===== src/rtl/abacus_pkg.sv =====
// Shared definitions for the ABACUS event counter bank: register offsets,
// CTRL bit positions, register select codes and the INFO word layout.
package abacus_pkg;

  localparam logic [7:0] REG_CTRL   = 8'h00;
  localparam logic [7:0] REG_STATUS = 8'h04;
  localparam logic [7:0] REG_INFO   = 8'h08;
  localparam logic [7:0] REG_IRQMSK = 8'h0C;
  localparam logic [7:0] REG_SNAP0  = 8'h20;

  localparam int unsigned CTRL_EN   = 0;
  localparam int unsigned CTRL_CLR  = 1;
  localparam int unsigned CTRL_SNAP = 2;

  typedef enum logic [2:0] {
    SEL_NONE,
    SEL_CTRL,
    SEL_STATUS,
    SEL_INFO,
    SEL_IRQMSK,
    SEL_SNAP
  } reg_sel_e;

  typedef struct packed {
    logic [7:0] rsvd_hi;
    logic       saturate;
    logic [6:0] rsvd_lo;
    logic [7:0] width;
    logic [7:0] count;
  } info_t;

  function automatic logic [31:0] info_word(input int unsigned num_counters,
                                            input int unsigned counter_width,
                                            input logic saturate);
    info_t w;
    w          = '0;
    w.saturate = saturate;
    w.width    = 8'(counter_width);
    w.count    = 8'(num_counters);
    return w;
  endfunction

endpackage


===== src/rtl/abacus_event_counter_bank_if.sv =====
// Wishbone slave bundle for the ABACUS event counter bank.
interface abacus_event_counter_bank_if;
  logic        wb_cyc;
  logic        wb_stb;
  logic        wb_we;
  logic [31:0] wb_adr;
  logic [31:0] wb_dat_i;
  logic [31:0] wb_dat_o;
  logic        wb_ack;

  modport master (output wb_cyc, wb_stb, wb_we, wb_adr, wb_dat_i,
                  input  wb_dat_o, wb_ack);
  modport slave  (input  wb_cyc, wb_stb, wb_we, wb_adr, wb_dat_i,
                  output wb_dat_o, wb_ack);
endinterface


===== src/rtl/abacus_event_counter.sv =====
// One counter channel: live count, snapshot copy and sticky overflow flag.
// Wraps to zero or holds at all-ones depending on SATURATE.
module abacus_event_counter #(
  parameter int unsigned COUNTER_WIDTH = 32,
  parameter bit          SATURATE      = 1'b0
) (
  input  logic                     clk,
  input  logic                     rst_n,
  input  logic                     i_inc,
  input  logic                     i_clear,
  input  logic                     i_snap,
  input  logic                     i_ovf_clr,
  output logic [COUNTER_WIDTH-1:0] o_snap,
  output logic                     o_ovf
);

  logic [COUNTER_WIDTH-1:0] r_cnt;
  logic [COUNTER_WIDTH-1:0] r_snap;
  logic                     r_ovf;
  logic [COUNTER_WIDTH-1:0] w_cnt_nxt;
  logic                     w_at_max;
  logic                     w_set;

  assign w_at_max = &r_cnt;
  // i_inc is already masked by the caller when a clear is pending
  assign w_set    = i_inc & w_at_max;

  // next count: clear beats increment; all-ones wraps or holds
  always_comb begin
    w_cnt_nxt = r_cnt;
    if (i_clear) begin
      w_cnt_nxt = '0;
    end else if (i_inc) begin
      if (w_at_max) begin
        w_cnt_nxt = SATURATE ? r_cnt : '0;
      end else begin
        w_cnt_nxt = r_cnt + COUNTER_WIDTH'(1);
      end
    end
  end

  // count, snapshot of the pre-update value, sticky overflow (set beats RW1C)
  always_ff @(posedge clk or negedge rst_n) begin
    if (!rst_n) begin
      r_cnt  <= '0;
      r_snap <= '0;
      r_ovf  <= 1'b0;
    end else begin
      r_cnt <= w_cnt_nxt;
      if (i_snap) r_snap <= r_cnt;
      r_ovf <= i_clear ? 1'b0 : ((r_ovf & ~i_ovf_clr) | w_set);
    end
  end

  assign o_snap = r_snap;
  assign o_ovf  = r_ovf;

endmodule


===== src/rtl/abacus_event_counter_bank.sv =====
// ABACUS profiler event counter bank with a Wishbone slave.
// Optional feature: define ABACUS_COUNTER_IRQ_EN to implement IRQMSK and the
// registered overflow interrupt; otherwise IRQMSK reads 0 and irq is tied 0.
module abacus_event_counter_bank
  import abacus_pkg::*;
#(
  parameter logic [31:0] BASE_ADDR     = 32'hf0030000,
  parameter int unsigned NUM_COUNTERS  = 16,
  parameter int unsigned COUNTER_WIDTH = 32,
  parameter bit          SATURATE      = 1'b0
) (
  input  logic                          clk,
  input  logic                          rst,
  abacus_event_counter_bank_if.slave    wb,
  input  logic [NUM_COUNTERS-1:0]       event_i,
  output logic                          irq
);

  logic                     r_ack;
  logic [31:0]              r_dat;
  logic                     r_enable;

  logic                     w_req;
  logic                     w_wr;
  logic [7:0]               w_off;
  logic [5:0]               w_snap_idx;
  reg_sel_e                 w_sel;
  logic                     w_ctrl_wr;
  logic                     w_status_wr;
  logic                     w_clear;
  logic                     w_snap;
  logic [NUM_COUNTERS-1:0]  w_inc;
  logic [NUM_COUNTERS-1:0]  w_ovf;
  logic [NUM_COUNTERS-1:0]  w_ovf_clr;
  logic [NUM_COUNTERS-1:0]  w_mask;
  logic [31:0]              w_rdata;
  logic [COUNTER_WIDTH-1:0] w_snap_val [NUM_COUNTERS];

  assign w_off       = wb.wb_adr[7:0];
  assign w_snap_idx  = w_off[7:2] - 6'd8;
  assign w_req       = wb.wb_cyc & wb.wb_stb & ~r_ack &
                       (wb.wb_adr[31:8] == BASE_ADDR[31:8]);
  assign w_wr        = w_req & wb.wb_we;
  assign w_ctrl_wr   = w_wr & (w_sel == SEL_CTRL);
  assign w_status_wr = w_wr & (w_sel == SEL_STATUS);
  assign w_clear     = w_ctrl_wr & wb.wb_dat_i[CTRL_CLR];
  assign w_snap      = w_ctrl_wr & wb.wb_dat_i[CTRL_SNAP];
  assign w_inc       = w_clear ? '0 : (event_i & {NUM_COUNTERS{r_enable}});

  // register decode from the byte offset within the window
  always_comb begin
    w_sel = SEL_NONE;
    case (w_off)
      REG_CTRL:   w_sel = SEL_CTRL;
      REG_STATUS: w_sel = SEL_STATUS;
      REG_INFO:   w_sel = SEL_INFO;
      REG_IRQMSK: w_sel = SEL_IRQMSK;
      default:    if (w_off >= REG_SNAP0 && w_off[1:0] == 2'b00) w_sel = SEL_SNAP;
    endcase
  end

  // per-channel RW1C strobes; channels above bit 31 are not addressable
  always_comb begin
    w_ovf_clr = '0;
    for (int unsigned i = 0; i < NUM_COUNTERS; i++) begin
      if (i < 32) w_ovf_clr[i] = w_status_wr & wb.wb_dat_i[i[4:0]];
    end
  end

  // read mux; snapshots are zero-extended, unmapped offsets read 0
  always_comb begin
    w_rdata = '0;
    case (w_sel)
      SEL_CTRL:   w_rdata[CTRL_EN] = r_enable;
      SEL_STATUS: for (int unsigned i = 0; i < NUM_COUNTERS; i++) begin
                    if (i < 32) w_rdata[i[4:0]] = w_ovf[i];
                  end
      SEL_INFO:   w_rdata = info_word(NUM_COUNTERS, COUNTER_WIDTH, SATURATE);
      SEL_IRQMSK: for (int unsigned i = 0; i < NUM_COUNTERS; i++) begin
                    if (i < 32) w_rdata[i[4:0]] = w_mask[i];
                  end
      SEL_SNAP:   for (int unsigned i = 0; i < NUM_COUNTERS; i++) begin
                    if (w_snap_idx == 6'(i)) w_rdata = 32'(w_snap_val[i]);
                  end
      default:    w_rdata = '0;
    endcase
  end

  // bus handshake (one ack per accepted request) and CTRL enable bit
  always_ff @(posedge clk or negedge rst) begin
    if (!rst) begin
      r_ack    <= 1'b0;
      r_dat    <= '0;
      r_enable <= 1'b0;
    end else begin
      r_ack <= w_req;
      r_dat <= w_req ? w_rdata : '0;
      if (w_ctrl_wr) r_enable <= wb.wb_dat_i[CTRL_EN];
    end
  end

  assign wb.wb_ack   = r_ack;
  assign wb.wb_dat_o = r_dat;

  for (genvar g = 0; g < NUM_COUNTERS; g++) begin : g_ch
    abacus_event_counter #(
      .COUNTER_WIDTH (COUNTER_WIDTH),
      .SATURATE      (SATURATE)
    ) u_ch (
      .clk       (clk),
      .rst_n     (rst),
      .i_inc     (w_inc[g]),
      .i_clear   (w_clear),
      .i_snap    (w_snap),
      .i_ovf_clr (w_ovf_clr[g]),
      .o_snap    (w_snap_val[g]),
      .o_ovf     (w_ovf[g])
    );
  end

`ifdef ABACUS_COUNTER_IRQ_EN
  logic [NUM_COUNTERS-1:0] r_mask;
  logic [NUM_COUNTERS-1:0] w_mask_wdat;
  logic                    r_irq;
  logic                    w_mask_wr;

  assign w_mask_wr = w_wr & (w_sel == SEL_IRQMSK);

  // mask write data, limited to the 32 addressable channels
  always_comb begin
    w_mask_wdat = '0;
    for (int unsigned i = 0; i < NUM_COUNTERS; i++) begin
      if (i < 32) w_mask_wdat[i] = wb.wb_dat_i[i[4:0]];
    end
  end

  // mask register and registered interrupt, one cycle behind the flags
  always_ff @(posedge clk or negedge rst) begin
    if (!rst) begin
      r_mask <= '0;
      r_irq  <= 1'b0;
    end else begin
      if (w_mask_wr) r_mask <= w_mask_wdat;
      r_irq <= |(w_ovf & r_mask);
    end
  end

  assign w_mask = r_mask;
  assign irq    = r_irq;
`else
  assign w_mask = '0;
  assign irq    = 1'b0;
`endif

endmodule

===== src/flat_wrapper.sv =====
// flat-port wrapper written by rule: the top's interface ports become plain ports
module abacus_event_counter_bank_flat import abacus_pkg::*;
#(
  parameter logic [31:0] BASE_ADDR     = 32'hf0030000,
  parameter int unsigned NUM_COUNTERS  = 16,
  parameter int unsigned COUNTER_WIDTH = 32,
  parameter bit          SATURATE      = 1'b0
)
  (clk, rst, event_i, irq, wb_wb_cyc, wb_wb_stb, wb_wb_we, wb_wb_adr, wb_wb_dat_i, wb_wb_dat_o, wb_wb_ack);
  abacus_event_counter_bank_if wb_i ();
  input  logic clk;
  input  logic rst;
  input  logic [NUM_COUNTERS-1:0] event_i;
  output logic irq;
  input wire logic [$bits(wb_i.wb_cyc)-1:0] wb_wb_cyc;
  input wire logic [$bits(wb_i.wb_stb)-1:0] wb_wb_stb;
  input wire logic [$bits(wb_i.wb_we)-1:0] wb_wb_we;
  input wire logic [$bits(wb_i.wb_adr)-1:0] wb_wb_adr;
  input wire logic [$bits(wb_i.wb_dat_i)-1:0] wb_wb_dat_i;
  output wire logic [$bits(wb_i.wb_dat_o)-1:0] wb_wb_dat_o;
  output wire logic [$bits(wb_i.wb_ack)-1:0] wb_wb_ack;
  assign wb_i.wb_cyc = wb_wb_cyc;
  assign wb_i.wb_stb = wb_wb_stb;
  assign wb_i.wb_we = wb_wb_we;
  assign wb_i.wb_adr = wb_wb_adr;
  assign wb_i.wb_dat_i = wb_wb_dat_i;
  assign wb_wb_dat_o = wb_i.wb_dat_o;
  assign wb_wb_ack = wb_i.wb_ack;
  abacus_event_counter_bank #(.BASE_ADDR(BASE_ADDR), .NUM_COUNTERS(NUM_COUNTERS), .COUNTER_WIDTH(COUNTER_WIDTH), .SATURATE(SATURATE)) u_core (.clk(clk), .rst(rst), .wb(wb_i), .event_i(event_i), .irq(irq));
endmodule

===== config.mk =====
export PLATFORM = sky130hd
export DESIGN_NAME = abacus_event_counter_bank_flat
export DESIGN_NICKNAME = d
export VERILOG_FILES = /design/src/rtl/abacus_pkg.sv /design/src/rtl/abacus_event_counter_bank_if.sv /design/src/rtl/abacus_event_counter.sv /design/src/rtl/abacus_event_counter_bank.sv /design/src/flat_wrapper.sv
export SDC_FILE = /design/constraint.sdc
export NUM_CORES = 2
export LEC_CHECK = 0
export CORE_MARGIN = 3
export CORE_UTILIZATION = 34
export CTS_BUF_LIST = sky130_fd_sc_hd__clkbuf_4 sky130_fd_sc_hd__clkbuf_8
export DETAILED_ROUTE_END_ITERATION = 10
export DONT_BUFFER_PORTS = 1
export PLACE_DENSITY = 0.44
export RECOVER_POWER = 50
export SETUP_SLACK_MARGIN = 0.2
export SLEW_MARGIN = 25
export SYNTH_ARGS = -nofsm -noshare
export SYNTH_HDL_FRONTEND = slang
export SYNTH_SLANG_ARGS = --single-unit

===== constraint.sdc =====
create_clock -name clk -period 7.62 [get_ports clk]
set_input_delay 1.524 -clock clk [delete_from_list [all_inputs] [get_ports clk]]
set_output_delay 1.524 -clock clk [all_outputs]
set_load 0.02 [all_outputs]

### Word-level counts from Yosys, hierarchy flattened

Index checks and enable logic that the tools add are counted.

* add/subtract/negate cells: 17
* magnitude comparators: 1
* eq/ne operators: 23
* multiplexer cells: 87
* bitwise logic cells: 90
* reduce and logical (&&, ||, !) cells: 36

Operators with widths (count)
* 2-to-1 mux 32 bit: 65
* adder 32 x 1 -> 32 bit (second input constant): 16
* AND reduction 32 bit: 16
* AND 1 bit: 56
* == test 6 x 4 -> 1 bit (second input constant): 8
* case mux 15 bit (3 select lines): 1
* 2-to-1 mux 16 bit: 2
* nonzero test 2 bit: 16
* == test 24 bit (second input constant): 1
* == test 6 x 3 -> 1 bit (second input constant): 4
* inverter 1 bit: 17
* AND 16 bit: 1
* == test 8 x 4 -> 1 bit (second input constant): 2
* 2-to-1 mux 1 bit: 16
* OR 1 bit: 16
* == test 6 x 2 -> 1 bit (second input constant): 2
* case mux 3 bit (4 select lines): 1
* == test 8 x 3 -> 1 bit (second input constant): 1
* >= comparator 8 x 6 -> 1 bit (second input constant): 1
* logical NOT 8 bit: 1
* == test 3 x 2 -> 1 bit (second input constant): 2
* == test 6 x 1 -> 1 bit (second input constant): 1
* logical NOT 6 bit: 1
* subtractor 6 x 4 -> 6 bit (second input constant): 1
* other kinds (6): 6

* flip-flop bits (word level): 1074
* output and inout port bits: 34
* word-level logic and storage cells: 305

### Logic depth before layout (Yosys ltp)

* depth after elaboration: 20
* gate-level depth with buffers: 14
* depth with buffers taken out: 9

### Cells and area by module

From an unflattened synthesis, not the netlist that was laid out.

* cell total of the unflattened synthesis: 4761
* area total of the unflattened synthesis: 51894.8 um2

By module, submodules not included
* abacus_event_counter: times used 16, cells an instance 239, area an instance 2840.2 um2, seq. area each 1626.6 um2
* abacus_event_counter_bank: times used 1, cells an instance 937, area an instance 6451.2 um2, seq. area each 850.8 um2

### Worst setup path before layout

No wires, ideal clock.

* kind: in2reg
* from: input wb_wb_adr[5]
* to: register u_core.r_dat[17] (netlist: u_core.wb.wb_dat_o[17])
* library setup time: 0.083 ns
* data arrival time: 4.198 ns
* data required time: 7.537 ns
* setup slack: 3.340 ns
* cell stages on the path: 13
* buffers on the path: 5
* cells stage by stage: buf_2 > clkbuf_1 > inv_1 > ha_1 > or3b_2 > clkbuf_1 > nor3_1 > buf_2 > buf_4 > a22oi_1 > a31oi_1 > a21oi_1 > o21ai_0

* word-level cells in the longest chain between the ends: 20
* elaborated cells on any way between the ends: 44
* those cells by class: 1 x add/sub; 1 x order compare; 19 x eq/ne; 20 x mux; 3 x reduce/logical

RTL lines
* start: declaration: RTL line flat_wrapper.sv:18 `input wire logic [$bits(wb_i.wb_adr)-1:0] wb_wb_adr;`
* subtractor 6 x 4 -> 6 bit: RTL line abacus_event_counter_bank.sv:40 `assign w_snap_idx = w_off[7:2] - 6'd8;`
* logical NOT 6 bit: RTL line abacus_event_counter_bank.sv:83 `if (w_snap_idx == 6'(i)) w_rdata = 32'(w_snap_val[i]);`
* 2-to-1 mux 32 bit (16 in a row): RTL line abacus_event_counter_bank.sv:83
* 2-to-1 mux 16 bit *: RTL line abacus_event_counter_bank.sv:73 `case (w_sel)`
* 2-to-1 mux 32 bit *: RTL line abacus_event_counter_bank.sv:97 `r_dat <= w_req ? w_rdata : '0;`
* end signal: assignment: RTL line abacus_event_counter_bank.sv:97
* end: declaration: RTL line abacus_event_counter_bank.sv:20 `logic [31:0] r_dat;`

Mark *: on every way between the ends. The rest lies on a longest branch, timed or not.
A chain may end at the register's enable or synchronous reset.

### Final worst setup path

* from: register u_core.r_enable
* to: register u_core.g_ch[15].u_ch.r_cnt[22]

* word-level cells in the longest chain between the ends: 3

RTL lines
* start: declaration: RTL line abacus_event_counter_bank.sv:21 `logic r_enable;`
* start signal: assignment: RTL line abacus_event_counter_bank.sv:98 `if (w_ctrl_wr) r_enable <= wb.wb_dat_i[CTRL_EN];`
* AND 16 bit: RTL line abacus_event_counter_bank.sv:48 `assign w_inc = w_clear ? '0 : (event_i & {NUM_COUNTERS{r_enable}});`
* 2-to-1 mux 16 bit: RTL line abacus_event_counter_bank.sv:48
* nonzero test 2 bit (no line)
* end signal: assignment: RTL line abacus_event_counter.sv:49 `r_cnt <= w_cnt_nxt;`
* end: declaration: RTL line abacus_event_counter.sv:17 `logic [COUNTER_WIDTH-1:0] r_cnt;`

No other way between the ends.

==> results list <==
- Total area of multi-input combinational cells: 0.0233 mm2
* Slew at the pin closest to its max-slew limit: around 3.7 ns
- Count of fill cells added during filler insertion: roughly 15000
- The final hold violation count is 0.
* Status: complete, but fails checks
* RSZ-0062 raised after global routing: false
* Buffer cell driving the clock tree root: sky130_fd_sc_hd__clkbuf_8
- In this run, post-CTS hold repair placed 0 buffers.
- The floorplan step defined a die boundary enclosing 0.156 mm2.
* Type of element launching the critical path: flop
- Sequential-to-total area share from yosys stat: 52.3%
- Final Non-Filler Cells: between 7000 and 8000
* Flip-flop and latch count after synthesis: 1074
- For this block, the routed nets add up to ~190 mm of wire.
* Largest net degree at the start of global routing: 194
* Max_cap viols: 5
- Power spread over the standard cell area amounts to roughly 200 mW/mm2.
- Total overflow reported by the global router: 0
- Starting density of the core: 34.3%
- DRC: 0
* Share of power burned in the clock network: 49.4%
- Post-CTS clock slew at the launch and capture registers of the worst setup and hold paths: 0.06 ns
- Of the total power, registers draw 48.3%.
* Logic gate share of total power: ~2.3%
- Violated checks: capacitance limit, slew limit
- HPWL Detailed: 137 mm
* Share of post-route cells with drive strength above 1: 20.0%
* Critical Path Slowest Stage Cell: sky130_fd_sc_hd__clkbuf_1
* Area of all sequential standard cells: ~0.027 mm2
- Post CTS Setup Buffer Count: 0
- Buffers added on ports: 0
- The core region is ~0.15 mm2.
- Commonest register cell after synthesis: sky130_fd_sc_hd__dfrtp_1
- Post-synth cell types: 86
- Detailed-route wire length per cell: 27.1 um
* Number of nets in the final layout: slightly above 5000
- Static Leakage: between 20 and 30 nW
* Placer's final routability congestion estimate: 0.921
- Headroom to the max-slew limit came out at -144%.
- Final Power: 11.8 mW
- Hold WC Path Type: input port to async pin
- The average instance in the mapped netlist occupies 10.5 um2.
- Compared with the post-synthesis result, the final layout area differs by 12.7%.
* Area of the mapped netlist: around 0.051 mm2
* Slowest Stage Delay on Critical Path: roughly 1.7 ns
- Total clock sinks: 1074
- Number of buffers on the longest clock path: 3
* Critical path peak fanout: 21
- DIE HEIGHT: around 390 um
* Setup Total Neg Slack: 0 ns
- Counting tap cells, the placed design contains a total of 6750 instances.
* Commonest non-fill, non-tap cells in the layout: 1074 x sky130_fd_sc_hd__dfrtp_1, 557 x sky130_fd_sc_hd__nor2_1, 521 x sky130_fd_sc_hd__mux2_2
- Clock skew on the completed layout was measured at around 0.048 ns.
- Required time at the worst-slack endpoint: 8.40 ns
- Die width: 395 um
- Endpoint kind of the worst setup timing path: flop
- Async set or reset register ratio after synthesis: 100%
- In the routed layout, each cell is associated on average with a via count of 5.58.
- In this run the count of I/O pins placed on the die edge is 119.
- Global Route Usage Sum: 24.4%
- Number of placement rows: 142
- TritonCTS built the clock tree.
- Initial antenna violation count: 13
- When the netlist entered floorplanning its net count stood at approximately 5000.
- Via count of the first global-routing pass: 38393
- Pins over their slew limit: 239
- The final critical path takes up between 70% and 80% of the cycle.
- Gate count after technology mapping: about 4900
* Setup-violating endpoint count in the final report: 0
* H-tree levels: 4
- Internal Dissipation: 9.02 mW
- Final ANT Viol Nets: 0
* First-pass detailed-route iteration total: 7
- Timing analysis after detailed placement gives a worst setup slack of 2.04 ns.
- Count of instances resized after the clock tree is built: 0
- Summed over all nets, the switching power comes to approximately 2.8 mW.
* Setup WS post-layout: 1.86 ns
* Net Sw Frac: 23.6%
* Number of DRC violations after detailed-routing iteration 0: 3722
- Via Count: 39621
- Peak supply drop: 0.135 mV
* Most Frequent Cell on Critical Path: sky130_fd_sc_hd__clkbuf_1
- Yosys printed 0 warnings.
* Min Tclk post-route: roughly 5.8 ns
- At the worst endpoint, the arrival time is 6.54 ns.
- Start-to-end type of the worst setup path: flop to flop
- Traced cell by cell, the critical path runs through clkbuf_1, clkbuf_1, nand2_1, a21oi_1, nand4_1, xnor2_1, nor2_1.
* Number of buffers created by CTS: 195
- For the worst-skew pair, the clock arrives at the later sink with an insertion delay of 0.90 ns.
- First-pass GRT wire length: 281 mm
- The synthesized design contains 0 enable-type register cells.
* Most common cell after layout, fill and taps aside: sky130_fd_sc_hd__dfrtp_1
- Maximum operating frequency: 0.174 GHz
-- synth_stat cells (all sizes together) (90+ instances only) --
master | count | area, um2
nor3 | 118 | 606
xnor2 | 110 | 963
and3 | 90 | 563
buf | 109 | 657
xor2 | 224 | 1960
a21oi | 233 | 1170
dfrtp | 1074 | 26900
mux2 | 521 | 5870
clkbuf | 126 | 475
nor2 | 563 | 2110
nand3 | 248 | 1250
nand2 | 382 | 1430
nand4 | 158 | 1020
o21ai | 207 | 1040
-- worst max-delay path: cells and delay by family, from the launching register on --
kind	cells	cell delay, ns
XOR/XNOR	1	0.18
buffers and inverters	2	2.58
AND/OR/NAND/NOR	3	1.35
flip-flops	1	0.54
AO/OA/AOI/OAI	1	0.93
-- metal layers --
metal / GRT usage (%) / vias up / wire (um) / share of wire [%]
li1: - / 17717 / - / -
met1: 35.6 / 20407 / 89500 / 46
met2: 35.9 / 1194 / 82700 / 43
met3: 5.83 / 297 / 14600 / 7.6
met4: 7.12 / 6 / 5730 / 3.0
met5: 0 / - / 56 / 0.029
-- cell families after synthesis --
logic type | share of synthesized area, %
other | 0.00729
flip-flops | 52.3
adder cells (fa/ha/maj) | 0.414
AO/OA/AOI/OAI | 9.81
AND/OR/NAND/NOR | 17.2
XOR/XNOR | 5.69
buffers and inverters | 2.57
multiplexers | 12.0
-- stage by stage --
step	area [um2]	hold slack (ns)	util, %
3_3_place_gp	53800	0.482	35.8
6_report	57900	0.355	38.6
3_5_place_dp	53900	0.490	35.9
2_1_floorplan	51400	0.451	-
5_1_grt	57900	0.275	38.6
4_1_cts	58000	0.269	38.6
-- sequential cells by signal (all words and copies together), names as in the netlist --
name,count
u_core.g_ch.u_ch.o_snap,512
u_core.g_ch.u_ch.r_cnt,512
u_core.wb.wb_dat_o,32
u_core.g_ch.u_ch.o_ovf,16
u_core.r_enable,1
u_core.wb.wb_ack,1
-- worst paths after layout --
kind / startpoint / to / slack [ns] / cells past startpoint
worst max-delay path: u_core.r_enable / u_core.g_ch[15].u_ch.r_cnt[22] / 1.86 / 7
worst min-delay path: rst / u_core.g_ch[5].u_ch.o_snap[8] / 0.35 / 0
worst max register to register: u_core.r_enable / u_core.g_ch[15].u_ch.r_cnt[22] / 1.86 / 7
worst min register to register: u_core.g_ch[10].u_ch.r_cnt[16] / u_core.g_ch[10].u_ch.r_cnt[16] / 0.50 / 1
max in group asynchronous: rst / u_core.g_ch[3].u_ch.o_snap[5] / 2.64 / 4
min in group clk: u_core.g_ch[10].u_ch.r_cnt[16] / u_core.g_ch[10].u_ch.r_cnt[16] / 0.50 / 1
-- layout make-up --
| class | count | share of cell area, % |
|---|---|---|
| flip-flops and latches | 1074 | 46.4 |
| repair buffers | 95 | 1.52 |
| diodes | 9 | 0.0389 |
| inverters | 51 | 0.330 |
| well taps | 2016 | 4.35 |
| multi-input cells | 3515 | 40.3 |
| clock inverters | 28 | 0.501 |
| clock buffers | 313 | 6.58 |
-- power by group through the flow --
stage / Sequential [mW] / Combinational [mW] / Clock [mW]
3_5_place_dp: 5.81 / 0.272 / 0
3_3_place_gp: 5.81 / 0.269 / 0
4_1_cts: 5.71 / 0.272 / 6.00
6_report: 5.71 / 0.268 / 5.83
5_1_grt: 5.70 / 0.292 / 6.26
2_1_floorplan: 5.81 / 0.0844 / 0
No activity file was read; power rests on OpenSTA's default activity.
